<file path="config.mk">
export PLATFORM = sky130hd
export DESIGN_NAME = jt12_pg_sched_flat
export DESIGN_NICKNAME = d
export VERILOG_FILES = /design/src/rtl/jt12_pg_sched_if.sv /design/src/rtl/jt12_pg_sched.sv /design/src/flat_wrapper.sv
export SDC_FILE = /design/constraint.sdc
export NUM_CORES = 1
export LEC_CHECK = 0
export ABC_AREA = 0
export BUFFER_PORTS_ARGS = -buffer_cell sky130_fd_sc_hd__buf_4
export CORE_UTILIZATION = 50
export CTS_BUF_LIST = sky130_fd_sc_hd__clkbuf_16
export CTS_CLUSTER_DIAMETER = 150
export CTS_CLUSTER_SIZE = 12
export DETAILED_ROUTE_END_ITERATION = 10
export PLACE_DENSITY_LB_ADDON = 0.15
export SLEW_MARGIN = 0
export SYNTH_ARGS = -nofsm -noshare
export SYNTH_HDL_FRONTEND = slang
export SYNTH_SLANG_ARGS = --single-unit
export TNS_END_PERCENT = 5
</file>
<file path="constraint.sdc">
create_clock -name clk -period 3.9 [get_ports clk]
set_input_delay 0.39 -clock clk [delete_from_list [all_inputs] [get_ports clk]]
set_output_delay 0.39 -clock clk [all_outputs]
set_load 0.05 [all_outputs]
</file>
<file path="src/rtl/jt12_pg_sched_if.sv">
// Link between the slot sequencer and the shared phase-generator comb block.
// The sequencer is the master; the comb block is the slave.
interface jt12_pg_sched_if;
    logic [19:0]       pg_phase_in;
    logic              pg_rst;
    logic signed [5:0] pg_detune;
    logic [16:0]       pg_phinc;
    logic [4:0]        pg_keycode_in;
    logic signed [5:0] pg_detune_in;
    logic [16:0]       pg_phinc_in;
    logic [19:0]       pg_phase_out;
    logic [9:0]        pg_phase_op;

    modport master (
        output pg_phase_in, pg_rst, pg_detune, pg_phinc,
        input  pg_keycode_in, pg_detune_in, pg_phinc_in, pg_phase_out, pg_phase_op
    );

    modport slave (
        input  pg_phase_in, pg_rst, pg_detune, pg_phinc,
        output pg_keycode_in, pg_detune_in, pg_phinc_in, pg_phase_out, pg_phase_op
    );
endinterface

</file>
<file path="src/rtl/jt12_pg_sched.sv">
// Phase-generator slot sequencer: walks 24 operator slots, owns the phase
// memory and pending key-on resets, and runs the two-stage comb pipeline.
module jt12_pg_sched (
    input  logic            clk,
    input  logic            rst_n,
    input  logic            i_clk_en,
    input  logic            i_keyon_we,
    input  logic [2:0]      i_keyon_ch,
    input  logic [3:0]      i_keyon_op,
    output logic [2:0]      o_s1_ch,
    output logic [1:0]      o_s1_op,
    output logic            o_zero,
    output logic [4:0]      o_keycode,
    output logic [9:0]      o_phase_op,
    output logic [2:0]      o_op_ch,
    output logic [1:0]      o_op_op,
    output logic            o_op_valid,
    jt12_pg_sched_if.master pg
);
    localparam int SLOTS = 24;
    localparam int PH_W  = 20;
    localparam int INC_W = 17;

    logic [2:0]        r_ch_p1;
    logic [1:0]        r_op_p1;
    logic [2:0]        r_ch_p2;
    logic [1:0]        r_op_p2;
    logic              r_vld_p2;
    logic signed [5:0] r_detune_p2;
    logic [INC_W-1:0]  r_phinc_p2;
    logic [4:0]        r_keycode_p2;
    logic [9:0]        r_phase_op_p3;
    logic [2:0]        r_ch_p3;
    logic [1:0]        r_op_p3;
    logic              r_vld_p3;
    logic [PH_W-1:0]   r_mem [SLOTS];
    logic [SLOTS-1:0]  r_pend;
    logic [4:0]        w_s2_idx;
    logic [SLOTS-1:0]  w_set;
    logic [SLOTS-1:0]  w_clr;

    function automatic logic [4:0] slot_idx(input logic [1:0] op, input logic [2:0] ch);
        return 5'(op) * 5'd6 + 5'(ch);
    endfunction

    assign w_s2_idx = slot_idx(r_op_p2, r_ch_p2);

    always_comb begin
        w_set = '0;
        if (i_keyon_we && (i_keyon_ch < 3'd6)) begin
            for (int i = 0; i < 4; i++) begin
                if (i_keyon_op[i]) w_set[slot_idx(2'(i), i_keyon_ch)] = 1'b1;
            end
        end
    end

    assign w_clr = (i_clk_en && r_vld_p2) ? (24'd1 << w_s2_idx) : '0;

    // A set arriving with the stage-2 clear wins, so the reset lands on the next visit
    always_ff @(posedge clk or negedge rst_n) begin
        if (!rst_n) r_pend <= '0;
        else        r_pend <= (r_pend & ~w_clr) | w_set;
    end

    // Stage 1: slot counter addressing the register file and comb block
    always_ff @(posedge clk or negedge rst_n) begin
        if (!rst_n) begin
            r_ch_p1 <= '0;
            r_op_p1 <= '0;
        end else if (i_clk_en) begin
            if (r_ch_p1 == 3'd5) begin
                r_ch_p1 <= '0;
                r_op_p1 <= r_op_p1 + 2'd1;
            end else begin
                r_ch_p1 <= r_ch_p1 + 3'd1;
            end
        end
    end

    // Stage 2: registered comb stage-1 results, tagged with the slot
    always_ff @(posedge clk or negedge rst_n) begin
        if (!rst_n) begin
            r_ch_p2      <= '0;
            r_op_p2      <= '0;
            r_vld_p2     <= 1'b0;
            r_detune_p2  <= '0;
            r_phinc_p2   <= '0;
            r_keycode_p2 <= '0;
        end else if (i_clk_en) begin
            r_ch_p2      <= r_ch_p1;
            r_op_p2      <= r_op_p1;
            r_vld_p2     <= 1'b1;
            r_detune_p2  <= pg.pg_detune_in;
            r_phinc_p2   <= pg.pg_phinc_in;
            r_keycode_p2 <= pg.pg_keycode_in;
        end
    end

    always_ff @(posedge clk or negedge rst_n) begin
        if (!rst_n) begin
            for (int i = 0; i < SLOTS; i++) r_mem[i] <= '0;
        end else if (i_clk_en && r_vld_p2) begin
            r_mem[w_s2_idx] <= pg.pg_phase_out;
        end
    end

    // Stage 3: operator phase presented with its slot tag
    always_ff @(posedge clk or negedge rst_n) begin
        if (!rst_n) begin
            r_phase_op_p3 <= '0;
            r_ch_p3       <= '0;
            r_op_p3       <= '0;
            r_vld_p3      <= 1'b0;
        end else if (i_clk_en && r_vld_p2) begin
            r_phase_op_p3 <= pg.pg_phase_op;
            r_ch_p3       <= r_ch_p2;
            r_op_p3       <= r_op_p2;
            r_vld_p3      <= 1'b1;
        end
    end

    assign o_s1_ch        = r_ch_p1;
    assign o_s1_op        = r_op_p1;
    assign o_zero         = (r_ch_p1 == 3'd0) && (r_op_p1 == 2'd0);
    assign o_keycode      = r_keycode_p2;
    assign o_phase_op     = r_phase_op_p3;
    assign o_op_ch        = r_ch_p3;
    assign o_op_op        = r_op_p3;
    assign o_op_valid     = r_vld_p3;
    assign pg.pg_phase_in = r_mem[w_s2_idx];
    assign pg.pg_rst      = r_vld_p2 & r_pend[w_s2_idx];
    assign pg.pg_detune   = r_detune_p2;
    assign pg.pg_phinc    = r_phinc_p2;
endmodule

</file>
<file path="src/flat_wrapper.sv">
// flat-port wrapper written by rule: the top's interface ports become plain ports
module jt12_pg_sched_flat 
  (clk, rst_n, i_clk_en, i_keyon_we, i_keyon_ch, i_keyon_op, o_s1_ch, o_s1_op, o_zero, o_keycode, o_phase_op, o_op_ch, o_op_op, o_op_valid, pg_pg_phase_in, pg_pg_rst, pg_pg_detune, pg_pg_phinc, pg_pg_keycode_in, pg_pg_detune_in, pg_pg_phinc_in, pg_pg_phase_out, pg_pg_phase_op);
  jt12_pg_sched_if pg_i ();
  input  logic clk;
  input  logic rst_n;
  input  logic i_clk_en;
  input  logic i_keyon_we;
  input  logic [2:0] i_keyon_ch;
  input  logic [3:0] i_keyon_op;
  output logic [2:0] o_s1_ch;
  output logic [1:0] o_s1_op;
  output logic o_zero;
  output logic [4:0] o_keycode;
  output logic [9:0] o_phase_op;
  output logic [2:0] o_op_ch;
  output logic [1:0] o_op_op;
  output logic o_op_valid;
  output wire logic [$bits(pg_i.pg_phase_in)-1:0] pg_pg_phase_in;
  output wire logic [$bits(pg_i.pg_rst)-1:0] pg_pg_rst;
  output wire logic [$bits(pg_i.pg_detune)-1:0] pg_pg_detune;
  output wire logic [$bits(pg_i.pg_phinc)-1:0] pg_pg_phinc;
  input wire logic [$bits(pg_i.pg_keycode_in)-1:0] pg_pg_keycode_in;
  input wire logic [$bits(pg_i.pg_detune_in)-1:0] pg_pg_detune_in;
  input wire logic [$bits(pg_i.pg_phinc_in)-1:0] pg_pg_phinc_in;
  input wire logic [$bits(pg_i.pg_phase_out)-1:0] pg_pg_phase_out;
  input wire logic [$bits(pg_i.pg_phase_op)-1:0] pg_pg_phase_op;
  assign pg_pg_phase_in = pg_i.pg_phase_in;
  assign pg_pg_rst = pg_i.pg_rst;
  assign pg_pg_detune = pg_i.pg_detune;
  assign pg_pg_phinc = pg_i.pg_phinc;
  assign pg_i.pg_keycode_in = pg_pg_keycode_in;
  assign pg_i.pg_detune_in = pg_pg_detune_in;
  assign pg_i.pg_phinc_in = pg_pg_phinc_in;
  assign pg_i.pg_phase_out = pg_pg_phase_out;
  assign pg_i.pg_phase_op = pg_pg_phase_op;
  jt12_pg_sched u_core (.clk(clk), .rst_n(rst_n), .i_clk_en(i_clk_en), .i_keyon_we(i_keyon_we), .i_keyon_ch(i_keyon_ch), .i_keyon_op(i_keyon_op), .o_s1_ch(o_s1_ch), .o_s1_op(o_s1_op), .o_zero(o_zero), .o_keycode(o_keycode), .o_phase_op(o_phase_op), .o_op_ch(o_op_ch), .o_op_op(o_op_op), .o_op_valid(o_op_valid), .pg(pg_i));
endmodule
</file>
======== After elaboration in Yosys (flattened, before gate mapping) ========
Index checks and enable logic that the tools add are counted.
storage, ports and cells
  flip-flop bits (word level) ............. 559
  bits of input ports ..................... 69
  output and inout bits ................... 71
  word-level logic and storage cells ...... 103
operators by class
  $add $sub $neg .......................... 6
  multiply operators ...................... 1
  order comparisons ....................... 12
  equality and inequality tests ........... 1
  shift-type cells ........................ 1
  mux-type cells .......................... 26
  bitwise operators ....................... 8
  reduce and logical (&&, ||, !) cells .... 11
operators by type and width
  operator                count
  $bwmux W480             1
  $mux W24                8
  $bmux W20 S5            1
  $demux W20 S5           1
  $or A24 B24 Y24         4
  $mux W20                3
  $and A24 B24 Y24        1
  $lt A5 B6 Y1 const B    4
  $not A24 Y24            1
  $shl A1 B5 Y24 const A  1
  $demux W1 S5            3
  $ge A5 B1 Y1 const B    3
  $logic_and A1 B1 Y1     8
  $mux W8                 1
  $ge A6 B6 Y1 const B    1
  $lt A3 B6 Y1 const B    1
  $lt A6 B1 Y1 const B    1
  $not A5 Y6              1
  $add A4 B3 Y5 const A   1
  $add A5 B3 Y5           1
  $add A5 B3 Y5 const A   1
  $bmux W1 S5             1
  $mux W1                 5
  $add A3 B3 Y4 const A   1
  12 further kinds        12

======== Longest topological paths before layout ========
  depth after elaboration ................. 16
  gate-level depth with buffers ........... 11
  depth with buffers taken out ............ 9

======== Worst setup path after synthesis ========
No wires, ideal clock.
  path type ............................... reg2out
  start point ............................. reg u_core.r_op_p2[0]
  end point ............................... out pg_pg_phase_in[11]
  data arrival time ....................... 3396 ps
  data required time ...................... 3510 ps
  path slack .............................. 114 ps
  stages on the path, launching flop included .. 9
  path buffers ............................ 3
  cells stage by stage .................... dfrtp_1 > inv_1 > ha_1 > fa_1 > buf_2 > clkbuf_1 > clkbuf_1 > mux2i_1 > o21ai_0
on the way
  word-level cells in the longest chain between the ends .. 6
ends and longest elaborated chain
  item                                         RTL line              source
  start, declared                              jt12_pg_sched.sv:27   logic [1:0] r_op_p2;
  start signal, assigned                       jt12_pg_sched.sv:91   r_op_p2 <= r_op_p1;
  $mul A2 B2 Y4                                jt12_pg_sched.sv:43   return 5'(op) * 5'd6 + 5'(ch);
  $add A5 B3 Y5                                jt12_pg_sched.sv:43
  $not A5 Y6 (implied by the code)             jt12_pg_sched.sv:130  assign pg.pg_phase_in = r_mem[w_s2_idx];
  $bmux W20 S5                                 jt12_pg_sched.sv:130
  $mux W20 (implied by the code) (2 in a row)  jt12_pg_sched.sv:130
  end, declared                                flat_wrapper.sv:19    output wire logic [$bits(pg_i.pg_phase_in)-1:0] pg_pg_phase_in;
No other way between the ends. The select of a mux whose other input is x is not followed.

======== Worst setup path in the final report ========
  start point ............................. reg u_core.r_op_p2[1]
  end point ............................... out pg_pg_phase_in[2]
Same word-level chain as after synthesis.

==> results.ini <==
[finish]
finish.net_count = 1961
drive_gt1_frac = 0.482
num_antenna_cells = 0
fill_cells = 3978
area_delta_synth_final_pct = 15.1

[sta]
worst_slew_pin_slew_ns = 0.923
fin_skew_ns = 0.0143
final_max_slew_viol_count = 0
rsz0062_at_grt = true
finalSetupViolCount = 0
slew-limit-headroom = 0.385
fin_crit_sh = 0.981
tns_ns = 0
clock.fmax_mhz = 261
hold_violations = 0
period_minus_slack_ns = 3.83
setup_ws_ns = 0.0748

[synth]
synth.top_cells.by_area = dfrtp_1, mux2_2, mux4_2
synth_nets = 1808
yosysUniqueCellTypes = 54
ys_ff_latch = 559
yosysMostFrequentCell = dfrtp_1
synth_area_mm2 = 0.0255
synth_area_per_cell_um2 = 14.8
yosys.area.top_type = dfrtp_1
yosys-top-cells-count = dfrtp_1, mux2_2, mux4_2
synth_warnings = 0
synth_edf_count = 0
yosysTopAreaCellShare = 0.549
synthCells = 1728
async_flop_share = 1.00
ys_seq_area_frac = 0.549
synthFlopType = dfrtp_1

[worst_setup_path]
critical_path.endpoint_type = primary output
critPathRequiredTime_ns = 3.51
reg2reg_from = u_core.r_op_p2[0]
r2r-end = u_core.r_mem[349]
cp_slowest_stage_delay_ns = 0.82
ff2ff_setup_slack_ns = 0.58
arrival_ns = 3.44
ff2ff_path_depth = 10
path_cells = ha_4 > fa_4 > buf_12 > nor2_1 > nand2_1 > o22ai_1 > or4_4 > o2111ai_2 > buf_6
start_kind = register
critPathBufInv = 2
path_class = register to primary output
slowest_stage = fa_4
crit_fanout = 7
cpLargestDelayFamily = adder cells

[power]
internal_power_mw = 16.6
p_leak_nw = 13.5
seqPwrFrac = 0.337
combPwrFrac = 0.501
p_sw_mw = 10.7
netSwitchingFraction = 0.392
ir_drop_mv = 0.703
clkPwrFrac = 0.162
powerDensity_mw_per_mm2 = 928

[global_route]
antenna_found_initial = 0
grt_pass1_vias = 16100
grt_max_degree = 111
grt_use_total = 0.251
grt.overflow.total = 0
grt_pass1_wl_um = 99600

[die]
chipHeight_um = 228
dieArea_mm2 = 0.0519
die_w_um = 228
rows = 82
pin_count = 140
core_mm2 = 0.0503
start_util = 0.507

[route]
drt_pass1_iterations = 5
ant_nets = 0
wl_um = 63600
avgViaCountPerCell = 5.99
drcViolationCount = 0
drt_iter0_drc = 934
vias = 15300
wl_per_cell_um = 24.9

[clock_network]
clk_latency_ns = 0.59
cts.clk_slew.worst_paths_ns = 0.06
clockBufferDepth = 3
clockRootBuffer = clkbuf_16
cts_inserted_buffers = 52
cts_tree = yes
h-tree-depth = 2
cts.sinks = 559

[place]
pre_cts_slack_ns = 0.344
hpwlAfterDp_um = 39900
io_buffers = 139
gp_routability_congestion = 0.828

[flow_run]
maxCapViolations = 0

[hold_path]
whs_path_depth = 2
hold_path.startpoint = pg_pg_phase_op[2]
holdPathEnd = u_core.o_phase_op[2]
worstHoldPathType = primary input to register

[run_status]
status = finished clean

[power by group through the flow]
stage               clock network (mW)  registers [mW]  logic [mW]
floorplan                            0            9.06        9.01
global placement                     0            9.13        12.8
detailed placement                   0            9.25        13.0
CTS                               4.56            9.16        13.2
global route                      4.78            9.44        14.5
finish                            4.41            9.18        13.7
[layout by cell type (no fill, tap or decap), drive strengths merged, types with 2 or more instances in the layout]
| cell | Yosys | routed |
|---|---|---|
| dfrtp | 559 | 559 |
| mux2 | 553 | 553 |
| buf | 87 | 237 |
| mux4 | 92 | 92 |
| mux2i | 63 | 63 |
| clkbuf | 65 | 54 |
| nand2 | 42 | 42 |
| nand3 | 37 | 37 |
| o21ai | 34 | 34 |
| inv | 17 | 18 |
| a21oi | 18 | 18 |
| a22oi | 17 | 17 |
| dlygate4sd3 | 0 | 13 |
| o22ai | 13 | 13 |
| nor3 | 13 | 13 |
| nor2 | 10 | 10 |
| o221ai | 10 | 10 |
| ha | 10 | 10 |
| a21boi | 10 | 10 |
| nand2b | 8 | 8 |
| a21o | 7 | 7 |
| o2111ai | 7 | 7 |
| nor2b | 6 | 6 |
| and2 | 6 | 6 |
| a22o | 6 | 6 |
| o22a | 6 | 6 |
| a211oi | 5 | 5 |
| o211ai | 4 | 4 |
| o2bb2ai | 2 | 2 |
| xnor2 | 2 | 2 |
| xor2 | 2 | 2 |
| or2 | 2 | 2 |
| o311ai | 2 | 2 |
[how the worst max path moves through the flow]
stage	end	cells after the start	slack, ns	start
floorplan	pg_pg_phase_in[11]	8	0.11	u_core.r_op_p2[0]
global placement	pg_pg_phase_in[4]	10	0.40	u_core.r_op_p2[0]
detailed placement	pg_pg_phase_in[5]	10	0.34	u_core.r_op_p2[0]
CTS	pg_pg_phase_in[18]	10	-0.02	u_core.r_op_p2[1]
global route	pg_pg_phase_in[2]	10	-0.008	u_core.r_op_p2[0]
finish	pg_pg_phase_in[2]	9	0.07	u_core.r_op_p2[1]
[sequential cells by signal (all words and copies together) (netlist names)]
name	count
u_core.o_op_ch	3
u_core.o_s1_op	2
u_core.pg.pg_detune	6
u_core.r_vld_p2	1
u_core.o_s1_ch	3
u_core.o_keycode	5
u_core.r_ch_p2	3
u_core.r_mem	480
u_core.o_op_op	2
u_core.pg.pg_phinc	17
u_core.o_phase_op	10
u_core.r_op_p2	2
u_core.o_op_valid	1
u_core.r_pend	24
[final cells by class]
| type | instances | area (µm²) | share of cell area |
|---|---|---|---|
| clock buffers | 53 | 1330 | 0.0452 |
| repair buffers | 251 | 2180 | 0.0744 |
| flip-flops and latches | 559 | 14000 | 0.477 |
| well taps | 672 | 841 | 0.0286 |
| inverters | 17 | 63.8 | 0.00217 |
| clock inverters | 2 | 11.3 | 0.000384 |
| multi-input cells | 1000 | 10900 | 0.373 |
[worst reg2reg max path, delay by kind of cell (launching register included)]
kind	cells	cell delay [ns]
AO/OA/AOI/OAI	1	0.36
adder cells (fa/ha/maj)	2	0.81
flip-flops	1	0.39
AND/OR/NAND/NOR	2	0.65
buffers and inverters	4	0.70
multiplexers	1	0.28
[metrics by stage]
step | util | power, mW | cell area [µm²] | instances | hold slack (ns)
floorplan | - | 18.1 | 25500 | 1728 | 0.0944
global placement | 0.550 | 22.0 | 27600 | 2478 | 0.454
detailed placement | 0.550 | 22.2 | 27600 | 2478 | 0.461
CTS | 0.580 | 27.0 | 29200 | 2547 | 0.000193
global route | 0.584 | 28.7 | 29400 | 2554 | 0.0139
finish | 0.584 | 27.3 | 29400 | 2554 | 0.0346
[what timing repair did]
action,in CTS,in global routing
endpoints found under the setup margin,21,17
gates cloned,0,1
gates resized for setup,14,29
hold buffers,13,0
setup buffers,1,6
pin swaps,1,6
hold endpoints to repair,110,0
[routing by layer]
metal | wire (µm) | track usage | vias up
met1 | 28800 | 0.359 | 8147
li1 | - | - | 6649
met2 | 30000 | 0.394 | 392
met3 | 2820 | 0.0354 | 113
met4 | 1980 | 0.0866 | 0
met5 | 0 | 0 | -
[cell families after synthesis]
group,count (synthesis),share of synthesized area
adder cells (fa/ha/maj),11,0.00569
multiplexers,708,0.351
AND/OR/NAND/NOR,132,0.0255
flip-flops,559,0.549
buffers and inverters,169,0.0292
AO/OA/AOI/OAI,145,0.0388
XOR/XNOR,4,0.00137
Power figures use the tool's default switching activity.
